### src/rtl/bcd_clock_counter.sv
// ---------------------------------------------------------------------------
// bcd_clock_counter
//
// Two-digit BCD modulo counter for clock-style displays (hours, minutes,
// seconds). Counts up or down in BCD between 00 and MOD-1, supports a
// validated synchronous load, and offers a 12-hour display translation
// when configured as a 24-hour counter.
//
// Parameters: the modulus (2..99) and the reset value, which must be a
// valid BCD value below the modulus.
//
// Ports
//   cp_i      clock, all state updates on the rising edge
//   clr_i     synchronous active-high reset (highest priority)
//   en_i      count enable
//   ld_i      synchronous load strobe (beats en_i)
//   dir_i     count direction: 1 = up, 0 = down
//   d_i       BCD load value, [7:4] tens, [3:0] units
//   mode12_i  1 = 12-hour display format, 0 = 24-hour display format
//   q_o       registered BCD count
//   disp_o    BCD display value, combinational from q_o
//   pm_o      PM flag for 12-hour display
//   co_o      registered one-cycle carry pulse on up-wrap
//   bo_o      registered one-cycle borrow pulse on down-wrap
//   lderr_o   registered one-cycle pulse flagging an illegal load value
// ---------------------------------------------------------------------------
module bcd_clock_counter #(
    parameter int         MOD     = 24,
    parameter logic [7:0] RST_VAL = 8'h00
) (
    input  logic       cp_i,
    input  logic       clr_i,
    input  logic       en_i,
    input  logic       ld_i,
    input  logic       dir_i,
    input  logic [7:0] d_i,
    input  logic       mode12_i,
    output logic [7:0] q_o,
    output logic [7:0] disp_o,
    output logic       pm_o,
    output logic       co_o,
    output logic       bo_o,
    output logic       lderr_o
);

    localparam int         MAX_BIN = MOD - 1;
    localparam logic [7:0] MAX_BCD = {4'(MAX_BIN / 10), 4'(MAX_BIN % 10)};
    localparam logic [6:0] MOD_BIN = 7'(MOD);
    // The 12-hour translation only makes sense for an hours counter.
    localparam bit         FMT12   = (MOD == 24);

    function automatic logic [6:0] bcd_to_bin(input logic [7:0] v);
        return 7'(v[7:4]) * 7'd10 + 7'(v[3:0]);
    endfunction

    logic [7:0] q_q, q_d;
    logic       co_q, co_d;
    logic       bo_q, bo_d;
    logic       lderr_q, lderr_d;

    logic       ld_legal;
    logic [6:0] q_bin;
    logic [6:0] pm_hour;

    // Nibble checks come first so an out-of-range nibble never reaches the
    // binary compare with a meaningful-looking value.
    assign ld_legal = (d_i[7:4] <= 4'd9) && (d_i[3:0] <= 4'd9) &&
                      (bcd_to_bin(d_i) < MOD_BIN);

    // -----------------------------------------------------------------------
    // Next-state logic: LD beats EN; CLR is applied in the register block.
    // -----------------------------------------------------------------------
    always_comb begin
        q_d     = q_q;
        co_d    = 1'b0;
        bo_d    = 1'b0;
        lderr_d = 1'b0;
        if (ld_i) begin
            if (ld_legal) begin
                q_d = d_i;
            end else begin
                q_d     = 8'h00;
                lderr_d = 1'b1;
            end
        end else if (en_i) begin
            if (dir_i) begin
                if (q_q == MAX_BCD) begin
                    q_d  = 8'h00;
                    co_d = 1'b1;
                end else if (q_q[3:0] == 4'd9) begin
                    q_d = {q_q[7:4] + 4'd1, 4'd0};
                end else begin
                    q_d = {q_q[7:4], q_q[3:0] + 4'd1};
                end
            end else begin
                if (q_q == 8'h00) begin
                    q_d  = MAX_BCD;
                    bo_d = 1'b1;
                end else if (q_q[3:0] == 4'd0) begin
                    q_d = {q_q[7:4] - 4'd1, 4'd9};
                end else begin
                    q_d = {q_q[7:4], q_q[3:0] - 4'd1};
                end
            end
        end
    end

    always_ff @(posedge cp_i) begin
        if (clr_i) begin
            q_q     <= RST_VAL;
            co_q    <= 1'b0;
            bo_q    <= 1'b0;
            lderr_q <= 1'b0;
        end else begin
            q_q     <= q_d;
            co_q    <= co_d;
            bo_q    <= bo_d;
            lderr_q <= lderr_d;
        end
    end

    // -----------------------------------------------------------------------
    // Display translation. Hours 13..23 map to 1..11 PM; midnight shows 12 AM.
    // -----------------------------------------------------------------------
    assign q_bin   = bcd_to_bin(q_q);
    assign pm_hour = q_bin - 7'd12;

    always_comb begin
        disp_o = q_q;
        pm_o   = 1'b0;
        if (FMT12 && mode12_i) begin
            if (q_bin == 7'd0) begin
                disp_o = 8'h12;
            end else if (q_bin < 7'd12) begin
                disp_o = q_q;
            end else if (q_bin == 7'd12) begin
                disp_o = 8'h12;
                pm_o   = 1'b1;
            end else begin
                pm_o = 1'b1;
                if (pm_hour >= 7'd10) begin
                    disp_o = {4'd1, 4'(pm_hour - 7'd10)};
                end else begin
                    disp_o = {4'd0, 4'(pm_hour)};
                end
            end
        end
    end

    assign q_o     = q_q;
    assign co_o    = co_q;
    assign bo_o    = bo_q;
    assign lderr_o = lderr_q;

endmodule

### config.mk
export PLATFORM = sky130hd
export DESIGN_NAME = bcd_clock_counter
export DESIGN_NICKNAME = d
export VERILOG_FILES = /design/src/rtl/bcd_clock_counter.sv
export SDC_FILE = /design/constraint.sdc
export NUM_CORES = 1
export LEC_CHECK = 0
export ABC_AREA = 0
export CAP_MARGIN = 30
export CORE_ASPECT_RATIO = 0.7
export CORE_MARGIN = 1
export CORE_UTILIZATION = 45
export DETAILED_ROUTE_END_ITERATION = 8
export PLACE_DENSITY = 0.77
export SETUP_SLACK_MARGIN = 0.3
export SYNTH_ARGS = -nofsm -noshare
export SYNTH_HDL_FRONTEND = slang
export SYNTH_SLANG_ARGS = --single-unit
### constraint.sdc
create_clock -name cp_i -period 8.92 [get_ports cp_i]
set_clock_uncertainty 0.1 [all_clocks]
set_input_delay 1.784 -clock cp_i [delete_from_list [all_inputs] [get_ports cp_i]]
set_output_delay 1.784 -clock cp_i [all_outputs]
set_load 0.03 [all_outputs]
==> impl_metrics.yaml, run 1 <==
run_status:
  status: "completed"
clock_network:
  holdBufCountCts: 0
  clkTransAtPathRegs_ns: 0.05
  numCtsBuffers: 3
  root_buffer: "clkbuf_8"
  clockBufferDepth: 2
  h-tree-depth: 1
  cts.sinks: 11
  post_cts.repair.setup_buffers: 0
  clock_latency_ns: 0.24
  cts_tree: "done"
  cts_resized: 0
synth:
  synthCells: 200
  ys_seq_elements: 11
  ys_async_sr_fraction: 0
  synthesis.nets: 237
  seq_area_frac_synth: 0.142
  synth.avg_cell_area_um2: 7.77
  synth-main-ff-cell: "dfxtp_1"
  synth_edf_count: 0
  synthTopCellsByArea: "ha_1 16%, dfxtp_1 14%, nand2_1 4.1%, fa_1 3.9%, inv_1 3.6%"
  yosysWarnings: 0
  syn_area_um2: 1550
  yosys.area.top_type: "ha_1"
  synth_top_area_share: 0.161
  synth_cell_types: 55
setup_path:
  required_ns: 7.04
  startpoint_type: "register"
  crit_fanout: 13
  cp-end-kind: "primary output"
  crit_type: "register to primary output"
  crit_arrival_ns: 3.96
  reg2regPathDepth: 8
global_route:
  grt_pass1_wl_um: 6550
  grt_max_degree: 20
  grt-ovfl-total: 0
  antenna_found_initial: 0
  grt_pass1_vias: 1323
  grt_use_total: 0.229
route:
  vias: 1584
  ant_nets: 0
  vias_per_cell: 5.85
  wl_per_cell_um: 14.3
  wl_um: 3870
  drc_errors: 0
  first_pass_iters: 4
  drt_iter0_drc: 142
finish:
  nets: 262
  area_delta_synth_final_pct: 24.4
  drive_gt1_frac: 0.0491
  n_antenna_cell: 0
sta:
  drv_slew: 0
  hold_viol_final: 0
  period_share: 0.655
  worst_pin_slew_ns: 0.841
  relSlewSlack: 0.435
  fmax_ghz: 0.171
  setup_tns_ns: 0
  fin_crit_ns: 5.85
  setup_viol: 0
  rsz0062_at_grt: "false"
pwr:
  ir_worst_vdd_v: 0.0000918
  powerDensity_nw_per_um2: 135
  fin_total_pwr_mw: 0.260
  p_leak_nw: 0.758
floorplanning:
  row_count: 17
  dieWidth_um: 72.2
  start_util: 0.484
  coreArea_um2: 3210
  fp.dieArea_um2: 3700
  die_h_um: 51.2
  io_pins: 34
hold_path:
  min_path_cells: 2
  hold_path.class: "register to register"
run:
  max_cap_viol_count: 0
placement:
  dp_hpwl_um: 3000
  io_buffer_count: 33
  finalWeightedCongestion: 0.780
area by class of cell:
| type | count | area, µm² |
|---|---|---|
| Multi-Input combinational cell | 160 | 1220 |
| Inverter | 16 | 60.1 |
| Timing Repair Buffer | 33 | 330 |
| Fill cell | 309 | 1280 |
| Clock buffer | 4 | 45.0 |
| Tap cell | 47 | 58.8 |
| Sequential cell | 11 | 220 |
synthesized netlist by cell type (all sizes together), types with 2 or more instances:
library cell,count
xnor2,5
a221oi,4
and2,5
xor2,2
ha,20
buf,6
or3,2
o31ai,2
a311oi,3
a32oi,2
a211oi,5
nand2,17
nor2b,3
inv,16
fa,3
nor3,11
o211ai,2
nand3,3
a22o,2
a21oi,10
o21a,2
and3,2
nor2,14
a211o,2
o21ai,9
clkbuf,7
nor4,2
a31oi,5
nor3b,2
o41ai,2
a21boi,2
o211a,2
dfxtp,11
worst paths after layout:
check | startpoint | to | slack (ns)
hold / removal | q_o[7]$_SDFFE_PP0P_ | q_o[7]$_SDFFE_PP0P_ | 0.57
setup reg to reg | q_o[4]$_SDFFE_PP0P_ | q_o[7]$_SDFFE_PP0P_ | 6.43
hold reg to reg | q_o[7]$_SDFFE_PP0P_ | q_o[7]$_SDFFE_PP0P_ | 0.57
setup / recovery | q_o[7]$_SDFFE_PP0P_ | disp_o[2] | 3.07
kinds of logic (layout without fill, tap and decap cells):
logic type	Yosys count	in the layout	share of synthesized area
AND/OR/NAND/NOR	65	65	0.211
AO/OA/AOI/OAI	64	64	0.320
buffers and inverters	29	53	0.0741
adder cells (fa/ha/maj)	23	23	0.200
flip-flops	11	11	0.142
XOR/XNOR	8	8	0.0539
cells in the final DEF (no fill, tap or decap), types with 5 or more instances in the layout:
master,netlist,final
inv_1,15,15
nand2_1,17,17
clkdlybuf4s50_1,0,33
dfxtp_1,11,11
xnor2_1,5,5
ha_1,20,20
nor3_1,10,10
o21ai_0,8,8
a21oi_1,10,10
a31oi_1,5,5
nor2_1,13,13
layer usage:
metal / GRT usage / part of all wire / vias to the layer above
met5: 0 / 0 / -
met4: 0.0523 / 0.0026 / 0
met3: 0.0454 / 0.046 / 2
met2: 0.312 / 0.41 / 51
met1: 0.360 / 0.54 / 744
li1: - / - / 787
critical path: stages, from the launching register on:
cell and delay, ns:
dfxtp_1 0.58, ha_1 0.32, ha_1 0.19, inv_1 0.06, fa_1 0.47, nor2b_1 0.13, o21ai_0 0.10, and2_1 0.23
o41ai_2 0.72, nand2_1 0.11, o311ai_1 0.11, clkdlybuf4s50_1 0.71
per-stage QoR:
step | cells | worst slack [ns] | area [µm²] | util | hold WS [ns]
finish | 271 | 3.07 | 1930 | 0.602 | 0.568
global route | 271 | 2.87 | 1930 | 0.602 | 0.644
CTS | 271 | 3.10 | 1930 | 0.602 | 0.560
detailed placement | 267 | 3.35 | 1890 | 0.588 | 0.556
global placement | 267 | 3.39 | 1890 | 0.588 | 0.523
floorplan | 200 | 3.65 | 1550 | - | 0.645
state kept, by name (all words and copies together) (netlist names):
name     flops
co_o         1
bo_o         1
q_o          8
lderr_o      1
power by group:
| group | total, mW | switching [mW] | internal (mW) | leakage, nW |
|---|---|---|---|---|
| combinational | 0.149 | 0.0844 | 0.0649 | 0.645 |
| clock | 0.0498 | 0.0184 | 0.0314 | 0.0228 |
| sequential | 0.0612 | 0.00884 | 0.0524 | 0.0902 |
| total | 0.260 | 0.112 | 0.149 | 0.758 |
Power figures use the tool's default switching activity.
==> run 2, diff against run 1 <==
clock period = 5.87 ns   (was 8.92 ns; I/O delays follow)
==> run 2 against run 1 <==
Net effect: die area unchanged; via count is 0.88% lower; cell area stayed put; sequential share of layout area is the same; wire length decreased by 0.57%; sequential cell count is the same; critical path depth stayed put; worst setup slack worse by 2.6 ns; global-route usage up 0.61 points; non-clock buffer count is the same; critical endpoint unchanged.
==> impl_metrics.yaml, run 2 (synthesis results as in run 1) <==
setup_path:
  crit_fanout: 13
  cp-end-kind: "primary output"
  cpLargestDelayFamily: "compound AO/OA/AOI/OAI gates"
  r2r_setup_slack_ns: 3.34
  r2r-end: "q_o[7]$_SDFFE_PP0P_"
  crit_arrival_ns: 4.09
  r2r_start: "q_o[4]$_SDFFE_PP0P_"
  crit_type: "register to primary output"
  reg2regPathDepth: 8
  worst_path_max_delay_cell: "o41ai_2"
  startpoint_type: "register"
  crit_top_cell: "ha_1"
  max_stage_delay_ns: 0.78
  path_buf_inv: 2
  crit_cells: 11
  crit_chain: "ha_1 > ha_1 > inv_1 > fa_1 > nor2b_1 > o21ai_0 > and2_1 > o41ai_2 > nand2_1 > o311ai_1 > clkdlybuf4s50_1"
  required_ns: 4.60
route:
  wl_um: 3850
  ant_nets: 0
  drc_errors: 0
  first_pass_iters: 5
  vias_per_cell: 5.79
  vias: 1570
  drt_iter0_drc: 151
  wl_per_cell_um: 14.2
pwr:
  fin_total_pwr_mw: 0.398
  powerDensity_nw_per_um2: 206
  ir_worst_vdd_v: 0.000125
  p_leak_nw: 0.758
  p_int_mw: 0.226
  p_sw_mw: 0.172
  power_frac_clock: 0.199
  pwr-share-comb: 0.568
  p_seq_frac: 0.233
  swShare: 0.433
floorplanning:
  die_h_um: 51.2
  coreArea_um2: 3210
  start_util: 0.484
  row_count: 17
  fp.dieArea_um2: 3700
  io_pins: 34
  dieWidth_um: 72.2
global_route:
  antenna_found_initial: 0
  grt_use_total: 0.235
  grt_pass1_vias: 1431
  grt_pass1_wl_um: 6770
  grt_max_degree: 20
  grt-ovfl-total: 0
finish:
  layoutNonFillerInstCount: 271
  regArea_um2: 220
  post-route-util: 0.602
  design_area_um2: 1930
  nets: 262
  mostFrequentLayoutCell: "clkdlybuf4s50_1"
  multiInputGateArea_um2: 1220
  area_delta_synth_final_pct: 24.4
  final_cell_mix: "33 x clkdlybuf4s50_1, 20 x ha_1, 17 x nand2_1"
  fill_cells: 289
  drive_gt1_frac: 0.0491
  largest_reg_flops: 8
  n_antenna_cell: 0
clock_network:
  cts_resized: 0
  clock_latency_ns: 0.24
  clockBufferDepth: 2
  clkTransAtPathRegs_ns: 0.05
  root_buffer: "clkbuf_8"
  cts_tree: "done"
  cts.sinks: 11
  numCtsBuffers: 3
  h-tree-depth: 1
  post_cts.repair.setup_buffers: 0
  holdBufCountCts: 0
sta:
  fmax_ghz: 0.187
  relSlewSlack: 0.399
  drv_slew: 0
  rsz0062_at_grt: "false"
  fin_crit_ns: 5.36
  setup_viol: 0
  hold_viol_final: 0
  worst_pin_slew_ns: 0.895
  fin_ws_ns: 0.509
  period_share: 0.913
  whs_ns: 0.572
  setup_tns_ns: 0
placement:
  dp_hpwl_um: 2960
  dp.cells: 267
  finalWeightedCongestion: 0.840
  dpl_cell_area_um2: 1890
  io_buffer_count: 33
  place_ws_ns: 0.837
hold_path:
  min_to: "q_o[7]$_SDFFE_PP0P_"
  min_path_cells: 2
  hold_path.class: "register to register"
  worstHoldStart: "q_o[7]$_SDFFE_PP0P_"
run_status:
  status: "completed"
run:
  max_cap_viol_count: 0
==> run 2: cell counts in the layout (fill, tap and decap cells not counted) <==
Identical to the previous run, type by type.
==> run 2: worst min-delay path: cells and delay by family, from the launching register on <==
family / cells / cell delay, ns
flops: 1 / 0.43
buf+inv: 1 / 0.10
compound gates: 1 / 0.07
==> run 2: cell type report <==
type,count,share of cell area
multi-input combinational,160,0.630
timing repair buffer,33,0.171
clock buffer,4,0.0233
inverter,16,0.0311
tap,47,0.0304
sequential,11,0.114
==> run 2: how the worst max path moves through the flow <==
stage / startpoint / to / slack (ns)
detailed placement: q_o[7]$_SDFFE_PP0P_ / disp_o[2] / 0.84
floorplan: q_o[5]$_SDFFE_PP0P_ / disp_o[1] / 1.21
global route: q_o[7]$_SDFFE_PP0P_ / disp_o[3] / 0.34
global placement: q_o[7]$_SDFFE_PP0P_ / disp_o[2] / 1.01
CTS: q_o[7]$_SDFFE_PP0P_ / disp_o[2] / 0.58
finish: q_o[7]$_SDFFE_PP0P_ / disp_o[2] / 0.51
==> run 2: routing by layer <==
layer | vias up | wire length (µm) | global-route usage
met1 | 715 | 2030 | 0.363
met2 | 55 | 1540 | 0.332
met4 | 0 | 32 | 0.0490
met5 | - | 0 | 0
met3 | 5 | 248 | 0.0434
li1 | 795 | - | -
==> run 2: power by group through the flow <==
stage | Combinational, mW | Clock, mW | Sequential (mW)
final | 0.226 | 0.0791 | 0.0929
after global routing | 0.248 | 0.0852 | 0.0946
after CTS | 0.225 | 0.0815 | 0.0924
after detailed placement | 0.224 | 0 | 0.0938
after global placement | 0.222 | 0 | 0.0940
after floorplan | 0.155 | 0 | 0.0962
==> run 3, diff against run 2 <==
clock period = 5.3 ns   (was 5.87 ns; I/O delays follow)
==> run 3 against run 2 <==
Net effect: hold slack got worse by 0.097 ns; sequential power increased by 5.4%; wire length increased by 0.55%; worst setup slack improved by 0.026 ns; die area stayed put; via count is 0.96% higher; register-to-register slack worse by 0.47 ns; critical path type unchanged.
==> impl_metrics.yaml, run 3 (synthesis results as in run 1) <==
run_status:
  status: "completed"
global_route:
  grt_use_total: 0.226
  antenna_found_initial: 0
  grt-ovfl-total: 0
  grt_pass1_wl_um: 6510
  grt_max_degree: 20
  grt_pass1_vias: 1389
floorplanning:
  die_h_um: 51.2
  start_util: 0.484
  row_count: 17
  coreArea_um2: 3210
  fp.dieArea_um2: 3700
  dieWidth_um: 72.2
  io_pins: 34
setup_path:
  crit_chain: "ha_1 > ha_1 > inv_1 > fa_1 > nor2b_1 > o21ai_0 > and2_1 > o41a_1 > a22oi_1 > clkdlybuf4s50_1"
  startpoint_type: "register"
  startpoint: "q_o[7]$_SDFFE_PP0P_"
  worst_path_max_delay_cell: "clkdlybuf4s50_1"
  cp-end-kind: "primary output"
  crit_arrival_ns: 3.61
  r2r_start: "q_o[5]$_SDFFE_PP0P_"
  cpLargestDelayFamily: "adder cells"
  r2r_setup_slack_ns: 2.87
  crit_top_cell: "ha_1"
  path_buf_inv: 2
  r2r-end: "q_o[7]$_SDFFE_PP0P_"
  crit_fanout: 13
  crit_type: "register to primary output"
  max_stage_delay_ns: 0.69
  reg2regPathDepth: 8
  required_ns: 4.14
hold_path:
  min_to: "q_o[7]$_SDFFE_PP0P_"
  worstHoldStart: "q_o[7]$_SDFFE_PP0P_"
  min_path_cells: 2
  hold_path.class: "register to register"
sta:
  fin_crit_ns: 4.77
  drv_slew: 0
  worst_pin_slew_ns: 0.869
  relSlewSlack: 0.416
  period_share: 0.899
  rsz0062_at_grt: "false"
  setup_tns_ns: 0
  fmax_ghz: 0.210
  setup_viol: 0
  hold_viol_final: 0
route:
  vias: 1585
  drt_iter0_drc: 162
  wl_um: 3870
  ant_nets: 0
  wl_per_cell_um: 14.0
  drc_errors: 0
  first_pass_iters: 4
  vias_per_cell: 5.72
clock_network:
  cts.sinks: 11
  numCtsBuffers: 3
  cts_tree: "done"
  h-tree-depth: 1
  clock_latency_ns: 0.24
  clockBufferDepth: 2
  clkTransAtPathRegs_ns: 0.05
  root_buffer: "clkbuf_8"
placement:
  dp_hpwl_um: 2990
  finalWeightedCongestion: 0.834
  io_buffer_count: 33
  dp.cells: 271
finish:
  post-route-util: 0.625
  area_delta_synth_final_pct: 29.1
  drive_gt1_frac: 0.0870
  final_cell_mix: "30 x clkdlybuf4s50_1, 20 x ha_1, 17 x nand2_1"
  largest_reg_flops: 8
  layoutNonFillerInstCount: 277
  n_antenna_cell: 0
  mostFrequentLayoutCell: "clkdlybuf4s50_1"
  nets: 268
pwr:
  p_leak_nw: 0.841
  powerDensity_nw_per_um2: 225
  ir_worst_vdd_v: 0.000133
run:
  max_cap_viol_count: 0
==> run 3: cell count changes in the layout (fill, tap and decap cells not counted), moves of 2 or more <==
cell             delta
dlymetal6s2s_1      +3
dfxtp_2             +2
dfxtp_1             -2
buf_4               +6
clkdlybuf4s50_1     -3
==> run 3: through the flow <==
stage / setup slack (ns) / power (mW) / cell area, µm² / hold slack, ns
after floorplan: 0.751 / 0.278 / 1550 / 0.645
after global placement: 0.538 / 0.352 / 1920 / 0.522
after detailed placement: 0.388 / 0.355 / 1920 / 0.539
after CTS: 0.350 / 0.447 / 1980 / 0.465
after global routing: 0.409 / 0.483 / 2010 / 0.520
final: 0.534 / 0.452 / 2010 / 0.474
==> run 3: worst min-delay path: stages, from the launching register on <==
cell      delay [ns]
dfxtp_2         0.39
inv_1           0.07
a221oi_1        0.06
==> run 3: layout make-up <==
type	instances	area [µm²]
Clock buffer	4	45.0
Fill cell	287	1200
Inverter	16	60.1
Multi-Input combinational cell	160	1240
Sequential cell	11	223
Tap cell	47	58.8
Timing Repair Buffer	39	383
==> run 3: worst max-delay path by stage <==
stage	to	slack, ns	depth (start not counted)
final	disp_o[4]	0.53	10
after global routing	disp_o[4]	0.41	10
after CTS	disp_o[2]	0.35	10
after detailed placement	disp_o[2]	0.39	11
after global placement	disp_o[2]	0.54	11
after floorplan	disp_o[1]	0.75	10
==> run 3: report_power, final <==
| group | internal [mW] | switching [mW] | leakage, nW |
|---|---|---|---|
| Clock | 0.0530 | 0.0331 | 0.0228 |
| Sequential | 0.0885 | 0.00937 | 0.0910 |
| Combinational | 0.116 | 0.151 | 0.727 |
==> run 3: repair_timing <==
| action | 4_1_cts | 5_1_grt |
|---|---|---|
| setup buffers | 0 | 2 |
| setup endpoints to repair | 7 | 4 |
| pin swaps | 0 | 1 |
| hold buffers | 0 | 0 |
| gates resized for setup | 2 | 5 |
==> run 3: layer usage <==
metal / GRT usage / share of wire / vias to the layer above
met5: 0 / 0 / -
li1: - / - / 802
met3: 0.0473 / 0.046 / 0
met4: 0.0294 / 0 / 0
met1: 0.349 / 0.55 / 746
met2: 0.326 / 0.40 / 37
